==> src/rtl/pwm_symbol_decoder.sv <==
// pwm_symbol_decoder: measures HI pulse widths on a thresholded sample stream and emits them as symbols.
// Define PWM_DEC_ROUNDING_EN to round the symbol half-up instead of truncating.
module pwm_symbol_decoder #(
  parameter int DATA_W    = 16,
  parameter int SYM_W     = 8,
  parameter int CNT_W     = 12,
  parameter int DIV_SHIFT = 2,
  parameter int MIN_PULSE = 3,
  parameter int MAX_PULSE = 2000
) (
  input  logic                     clock,
  input  logic                     reset_n,
  input  logic                     enable_counter,
  input  logic                     sample_valid,
  input  logic signed [DATA_W-1:0] ref_in,
  input  logic        [DATA_W-2:0] hyst_in,
  input  logic signed [DATA_W-1:0] data_in,
  output logic signed [SYM_W-1:0]  decoded_symbol,
  output logic                     symbol_valid,
  output logic                     symbol_err
);
  typedef enum logic [1:0] {IDLE, WAIT_LOW, ARMED, HIGH} state_t;
  localparam logic [CNT_W:0] SYM_MAX = (CNT_W+1)'((1 << (SYM_W-1)) - 1);
  state_t state, state_nx;
  logic [CNT_W-1:0] count, count_nx;
  logic signed [SYM_W-1:0] sym_nx, sym_sat;
  logic valid_nx, err_nx, is_hi, is_lo;
  logic signed [DATA_W:0] data_x, hi_th, lo_th;
  logic [CNT_W:0] sum, quo;
  // One extra bit keeps ref +/- hyst from wrapping at the rails.
  assign data_x = {data_in[DATA_W-1], data_in};
  assign hi_th  = {ref_in[DATA_W-1], ref_in} + {2'b00, hyst_in};
  assign lo_th  = {ref_in[DATA_W-1], ref_in} - {2'b00, hyst_in};
  assign is_hi  = sample_valid && (data_x > hi_th);
  assign is_lo  = sample_valid && (data_x < lo_th);
`ifdef PWM_DEC_ROUNDING_EN
  localparam logic [CNT_W:0] HALF = (CNT_W+1)'((1 << DIV_SHIFT) >> 1);
  assign sum = {1'b0, count} + HALF;
`else
  assign sum = {1'b0, count};
`endif
  assign quo     = sum >> DIV_SHIFT;
  assign sym_sat = quo > SYM_MAX ? SYM_W'(SYM_MAX) : SYM_W'(quo);
  always_comb begin
    state_nx = state;
    count_nx = count;
    sym_nx   = decoded_symbol;
    valid_nx = 1'b0;
    err_nx   = 1'b0;
    if (!enable_counter) begin
      state_nx = IDLE;
      count_nx = '0;
    end else begin
      case (state)
        IDLE:     state_nx = WAIT_LOW;
        WAIT_LOW: state_nx = is_lo ? ARMED : WAIT_LOW;
        ARMED: if (is_hi) begin
          state_nx = HIGH;
          count_nx = CNT_W'(1);
        end
        HIGH: if (is_lo) begin
          state_nx = ARMED;
          count_nx = '0;
          err_nx   = count < CNT_W'(MIN_PULSE);
          valid_nx = !err_nx;
          sym_nx   = err_nx ? decoded_symbol : sym_sat;
        end else if (sample_valid) begin
          // A pulse that outgrows MAX_PULSE is dropped; a fresh LO is needed before re-arming.
          err_nx   = count >= CNT_W'(MAX_PULSE);
          state_nx = err_nx ? WAIT_LOW : HIGH;
          count_nx = err_nx ? '0 : count + CNT_W'(1);
        end
        default: state_nx = IDLE;
      endcase
    end
  end
  always_ff @(posedge clock or negedge reset_n) begin
    if (!reset_n) begin
      state          <= IDLE;
      count          <= '0;
      decoded_symbol <= '0;
      symbol_valid   <= 1'b0;
      symbol_err     <= 1'b0;
    end else begin
      state          <= state_nx;
      count          <= count_nx;
      decoded_symbol <= sym_nx;
      symbol_valid   <= valid_nx;
      symbol_err     <= err_nx;
    end
  end
endmodule

==> config.mk <==
export PLATFORM = sky130hd
export DESIGN_NAME = pwm_symbol_decoder
export DESIGN_NICKNAME = d
export VERILOG_FILES = /design/src/rtl/pwm_symbol_decoder.sv
export SDC_FILE = /design/constraint.sdc
export NUM_CORES = 1
export LEC_CHECK = 0
export BUFFER_PORTS_ARGS = -buffer_cell sky130_fd_sc_hd__buf_2
export CORE_ASPECT_RATIO = 1.2
export CORE_MARGIN = 2
export CORE_UTILIZATION = 43
export CTS_BUF_LIST = sky130_fd_sc_hd__clkbuf_4
export CTS_CLUSTER_SIZE = 14
export DETAILED_ROUTE_END_ITERATION = 6
export PLACE_DENSITY = 0.75
export SKIP_CTS_REPAIR_TIMING = 1
export SYNTH_ARGS = -nofsm -noshare
export SYNTH_HDL_FRONTEND = slang
export SYNTH_SLANG_ARGS = --single-unit
==> constraint.sdc <==
create_clock -name clock -period 4.1 [get_ports clock]
set_input_delay 0.205 -clock clock [delete_from_list [all_inputs] [get_ports clock]]
set_output_delay 0.205 -clock clock [all_outputs]
set_load 0.02 [all_outputs]
Word-level counts from Yosys, hierarchy flattened

Index checks and enable logic that the tools add are counted.

Equality and inequality tests: 6
Reduce and logical (&&, ||, !) cells: 7
$add $sub $neg: 3
$lt $le $gt $ge: 5
Bitwise logic cells: 1
Mux-type cells: 21

Operator list:

| cell                                                                 | number |
|---|---|
| 2-to-1 mux 12 bit                                                    | 5 |
| one-hot mux 12 bit (2 select lines)                                  | 1 |
| adder 16 x 16 -> 17 bit                                              | 1 |
| > comparator 16 x 17 -> 1 bit                                        | 1 |
| less-than comparator 16 x 17 -> 1 bit                                | 1 |
| subtractor 16 x 16 -> 17 bit                                         | 1 |
| adder 12 x 1 -> 12 bit (second input constant)                       | 1 |
| greater-or-equal comparator 12 x 11 -> 1 bit (second input constant) | 1 |
| less-than comparator 12 x 2 -> 1 bit (second input constant)         | 1 |
| 2-to-1 mux 2 bit                                                     | 6 |
| > comparator 10 x 7 -> 1 bit (second input constant)                 | 1 |
| 2-to-1 mux 8 bit                                                     | 1 |
| one-hot mux 2 bit (4 select lines)                                   | 1 |
| 2-to-1 mux 1 bit                                                     | 7 |
| == test 2 bit (second input constant)                                | 2 |
| inequality test 4 bit (second input constant)                        | 1 |
| AND reduction 4 bit                                                  | 1 |
| inequality test 3 x 1 -> 1 bit (second input constant)               | 1 |
| inequality test 3 bit (second input constant)                        | 1 |
| AND reduction 3 bit                                                  | 1 |
| == test 2 x 1 -> 1 bit (second input constant)                       | 1 |
| logical AND 1 bit                                                    | 2 |
| logical NOT 2 bit                                                    | 1 |
| AND reduction 2 bit                                                  | 1 |
| other kinds (2)                                                      | 2 |

Flip-flop bits (word level): 24
Bits of input ports: 51

Longest topological paths before layout

Word-level depth: 6
Mapped depth: 21

Worst setup path after synthesis

OpenSTA, ideal clock, no wires.

Path type: input port to flip-flop
Start point: in hyst_in[1]
End point: reg decoded_symbol[0]
Path buffers: 1
Stages on the path: 17
Slack: -506 ps
Setup time: 125 ps
Arrival: 4482 ps
Cells stage by stage: inv_1 -> ha_1 -> nor2b_1 -> o31a_1 -> o41a_1 -> a311o_1 -> o311a_1 -> a31o_1 -> mux2i_1 -> a211o_1 -> ha_1 -> or3b_2 -> a2111oi_2 -> a21boi_0 -> or3_1 -> clkbuf_1 -> mux2_2

Longest elaborated chain between the ends: 4

Ends and longest elaborated chain:

| element                               | line | RTL |
|---|---|---|
| start, declared                       | 16   | `input logic [DATA_W-2:0] hyst_in,` |
| subtractor 16 x 16 -> 17 bit          | 33   | `assign lo_th = {ref_in[DATA_W-1], ref_in} - {2'b00, hyst_in};` |
| less-than comparator 16 x 17 -> 1 bit | 35   | `assign is_lo = sample_valid && (data_x < lo_th);` |
| logical AND 1 bit                     | 35   |  |
| AND reduction 4 bit (no line)         | --   |  |
| end signal, assigned                  | 87   | `decoded_symbol <= sym_nx;` |
| end, declared                         | 18   | `output logic signed [SYM_W-1:0] decoded_symbol,` |

Every way passes these cells.
A chain may end at the register's enable or synchronous reset.

Worst setup path after layout

Start point: in hyst_in[1]
End point: reg decoded_symbol[2]

Same word-level chain as after synthesis.

==> flow_summary.ini <==
[route]
drc = 0
dr.pass1.iters = 4
vias = 3304
wl_per_cell_um = 13.21
drtIter0Drc = 80
ant_nets = 0
viasPerCell = 5.434
wirelength_um = 8034

[placement]
place_congestion = 0.8989
io_buffers = 60
dpl.hpwl_um = 6737
place_area_um2 = 4129

[layout]
fin_area_um2 = 4282
post_route_cells_drive_above_1_share_pct = 26.55
antenna_cells = 0
syn_to_final_growth_pct = 25.62
nets = 635
final_cell_mix = ha_1 (61), buf_2 (58), inv_1 (44)
layout_commonest_cell = ha_1
finish.utilization_pct = 55.55

[floorplan]
die_x_um = 85.27
core_area_um2 = 7707
pin_count = 61
dieHeight_um = 101.5
initial_core_util_pct = 44.22
rows = 35
fp.dieArea_um2 = 8657

[yosys]
synth_edf_count = 0
ys_seq_area_share_pct = 17.62
syn_area_um2 = 3408
yosysUniqueCellTypes = 53
syn-num-nets = 539
ys.warnings.count = 0
async_flop_share_pct = 100.0
syn_inst = 421
ys_ff_latch = 24
synth_flop_cell = dfrtp_1
syn_area_per_cell_um2 = 8.096

[cts]
insertion_delay_ns = 0.32
cts_tree = built
clk_root_buffer_cell = clkbuf_4
path_clk_slew_ns = 0.13
cts.htree.levels = 1
cts_inserted_buffers = 3
cts.path.max_buffers = 2
cts_sinks = 24

[global_routing]
grt_max_degree = 25
grt_pass1_wl_um = 13590
use_met1_pct = 21.60
grt_use_met2_pct = 36.48
antenna_found_initial = 0
grt_pass1_vias = 3249
grt.busiest_layer = met2
grt_use_total_pct = 18.39
overflow = 0
use_met3_pct = 1.141

[critical_path]
max_stage_delay_ns = 0.39
cp-start-kind = primary input
endpoint_kind = flop
critPathArrivalTime_ns = 4.15
crit_fanout = 5
cpMaxStageDelayCell = or3_4
worst-setup-path-type = primary input to flop
critPathRequiredTime_ns = 4.32
crit_buf_inv = 2
cp_cell_sequence = buf_8 -> inv_6 -> ha_4 -> nor2b_4 -> o31a_1 -> o41a_1 -> a311o_1 -> o311a_1 -> a31o_1 -> mux2i_1 -> a211o_1 -> ha_2 -> or3b_4 -> nor2_1 -> a21oi_2 -> a21boi_2 -> or3_4 -> mux2_4
critPathTopFamily = compound AO/OA/AOI/OAI gates

[timing]
finalCriticalPeriod_ns = 3.932
holdWs_ns = 0.1633
hold_violations = 0
finClkSkew_ns = 0.009496
fmax_ghz = 0.2543
relSlewSlack_pct = 53.15
rsz0062_at_grt = true
setup_viol = 0
worst_pin_slew_ns = 0.6973
slew_violations = 0
fin_crit_sh_pct = 95.91

[run]
cap_violations = 0

[hold_path]
hold_path_class = primary input to flop

[outcome]
status = finished, final reports clean

[pwr]
peakVddDrop_mv = 0.1840
power.leakage_uw = 0.002226
power_density_nw_per_um2 = 207.2
[state kept, by name, indices dropped and copies added (netlist names)]
name            count
count              12
decoded_symbol      8
state               2
symbol_err          1
symbol_valid        1
[worst register-to-register path, cell delays in order, from the launching register on]
cell	delay [ns]
dfrtp_1	0.42
nor3_1	0.59
nand2b_1	0.15
nor4_1	0.54
or3_4	0.28
mux2_2	0.34
[final timing paths]
check                      cells after the start         startpoint  slack (ns)                end
min in group asynchronous                      2            reset_n        0.39  decoded_symbol[0]
setup / recovery                              18         hyst_in[1]        0.17  decoded_symbol[2]
setup reg to reg                               5          count[11]        1.67  decoded_symbol[5]
hold reg to reg                                1  decoded_symbol[7]        0.49  decoded_symbol[7]
max in group asynchronous                      2            reset_n        3.35           count[9]
hold / removal                                 2     enable_counter        0.16           count[0]
[through the flow]
stage / worst slack (ns) / power [µW] / instances / setup TNS [ns]
2_1_floorplan: 0.0005165 / 587.6 / 421 / 0
3_3_place_gp: -0.2991 / 745.1 / 600 / -4.796
3_5_place_dp: -0.3743 / 762.2 / 600 / -6.261
4_1_cts: -0.05118 / 867.0 / 604 / -0.3085
5_1_grt: -0.02054 / 966.6 / 608 / -0.03842
6_report: 0.1678 / 887.3 / 608 / 0
[layout make-up]
| cell class | count | area (µm²) |
|---|---|---|
| fillers | 737 | 3426 |
| clock inverters | 1 | 3.754 |
| multi-input cells | 338 | 2713 |
| inverters | 46 | 177.7 |
| clock buffers | 3 | 22.52 |
| flip-flops and latches | 24 | 600.6 |
| well taps | 92 | 115.1 |
| repair buffers | 104 | 649.4 |
[report_power, final]
part           internal [µW]  leakage (µW)  switching (µW)
Sequential               239      0.000333            4.40
Combinational            265       0.00188             274
Clock                   35.7     0.0000154            68.6
Total                    540       0.00223             347
[cell usage after synthesis (4+ instances only)]
library cell  instances  area, µm²
clkbuf_1             12      45.04
ha_1                 65      813.3
xor2_1                6      52.55
o21a_1                4      30.03
o31ai_1               9      67.56
nand2b_1             11      68.82
xnor2_1              17      148.9
inv_1                46      172.7
o21bai_1              5      37.54
a21o_1               11      82.58
o21ai_0              22      110.1
mux2_2                7      78.83
nand3_1              10      50.05
nand4_1               5      31.28
o2111ai_1             4      35.03
or4_1                 7      52.55
dfrtp_1              24      600.6
a21oi_1              38      190.2
nor2_1               34      127.6
and2_1                5      31.28
a31oi_1               6      37.54
nand2_1              10      37.54
nor4_1                4      25.02
and3_1                5      31.28
nor2b_1              11      68.82
[cell families (layout without fill, tap and decap cells)]
kind of cell | Yosys count | after routing | share of synthesized area [%]
XOR/XNOR | 23 | 23 | 5.910
buffers and inverters | 60 | 154 | 6.828
adder cells (fa/ha/maj) | 67 | 67 | 25.04
multiplexers | 8 | 8 | 2.607
AND/OR/NAND/NOR | 113 | 114 | 17.73
flip-flops | 24 | 24 | 17.62
AO/OA/AOI/OAI | 126 | 126 | 24.27
[routing by layer]
layer  vias to the layer above  wire length, µm  share of wire (%)
met5                         -                0                  0
met4                         0              108                1.3
met3                        11              218                2.7
met2                        64             4306                 54
met1                      1516             3401                 42
li1                       1713                -                  -
Power figures use the tool's default switching activity.
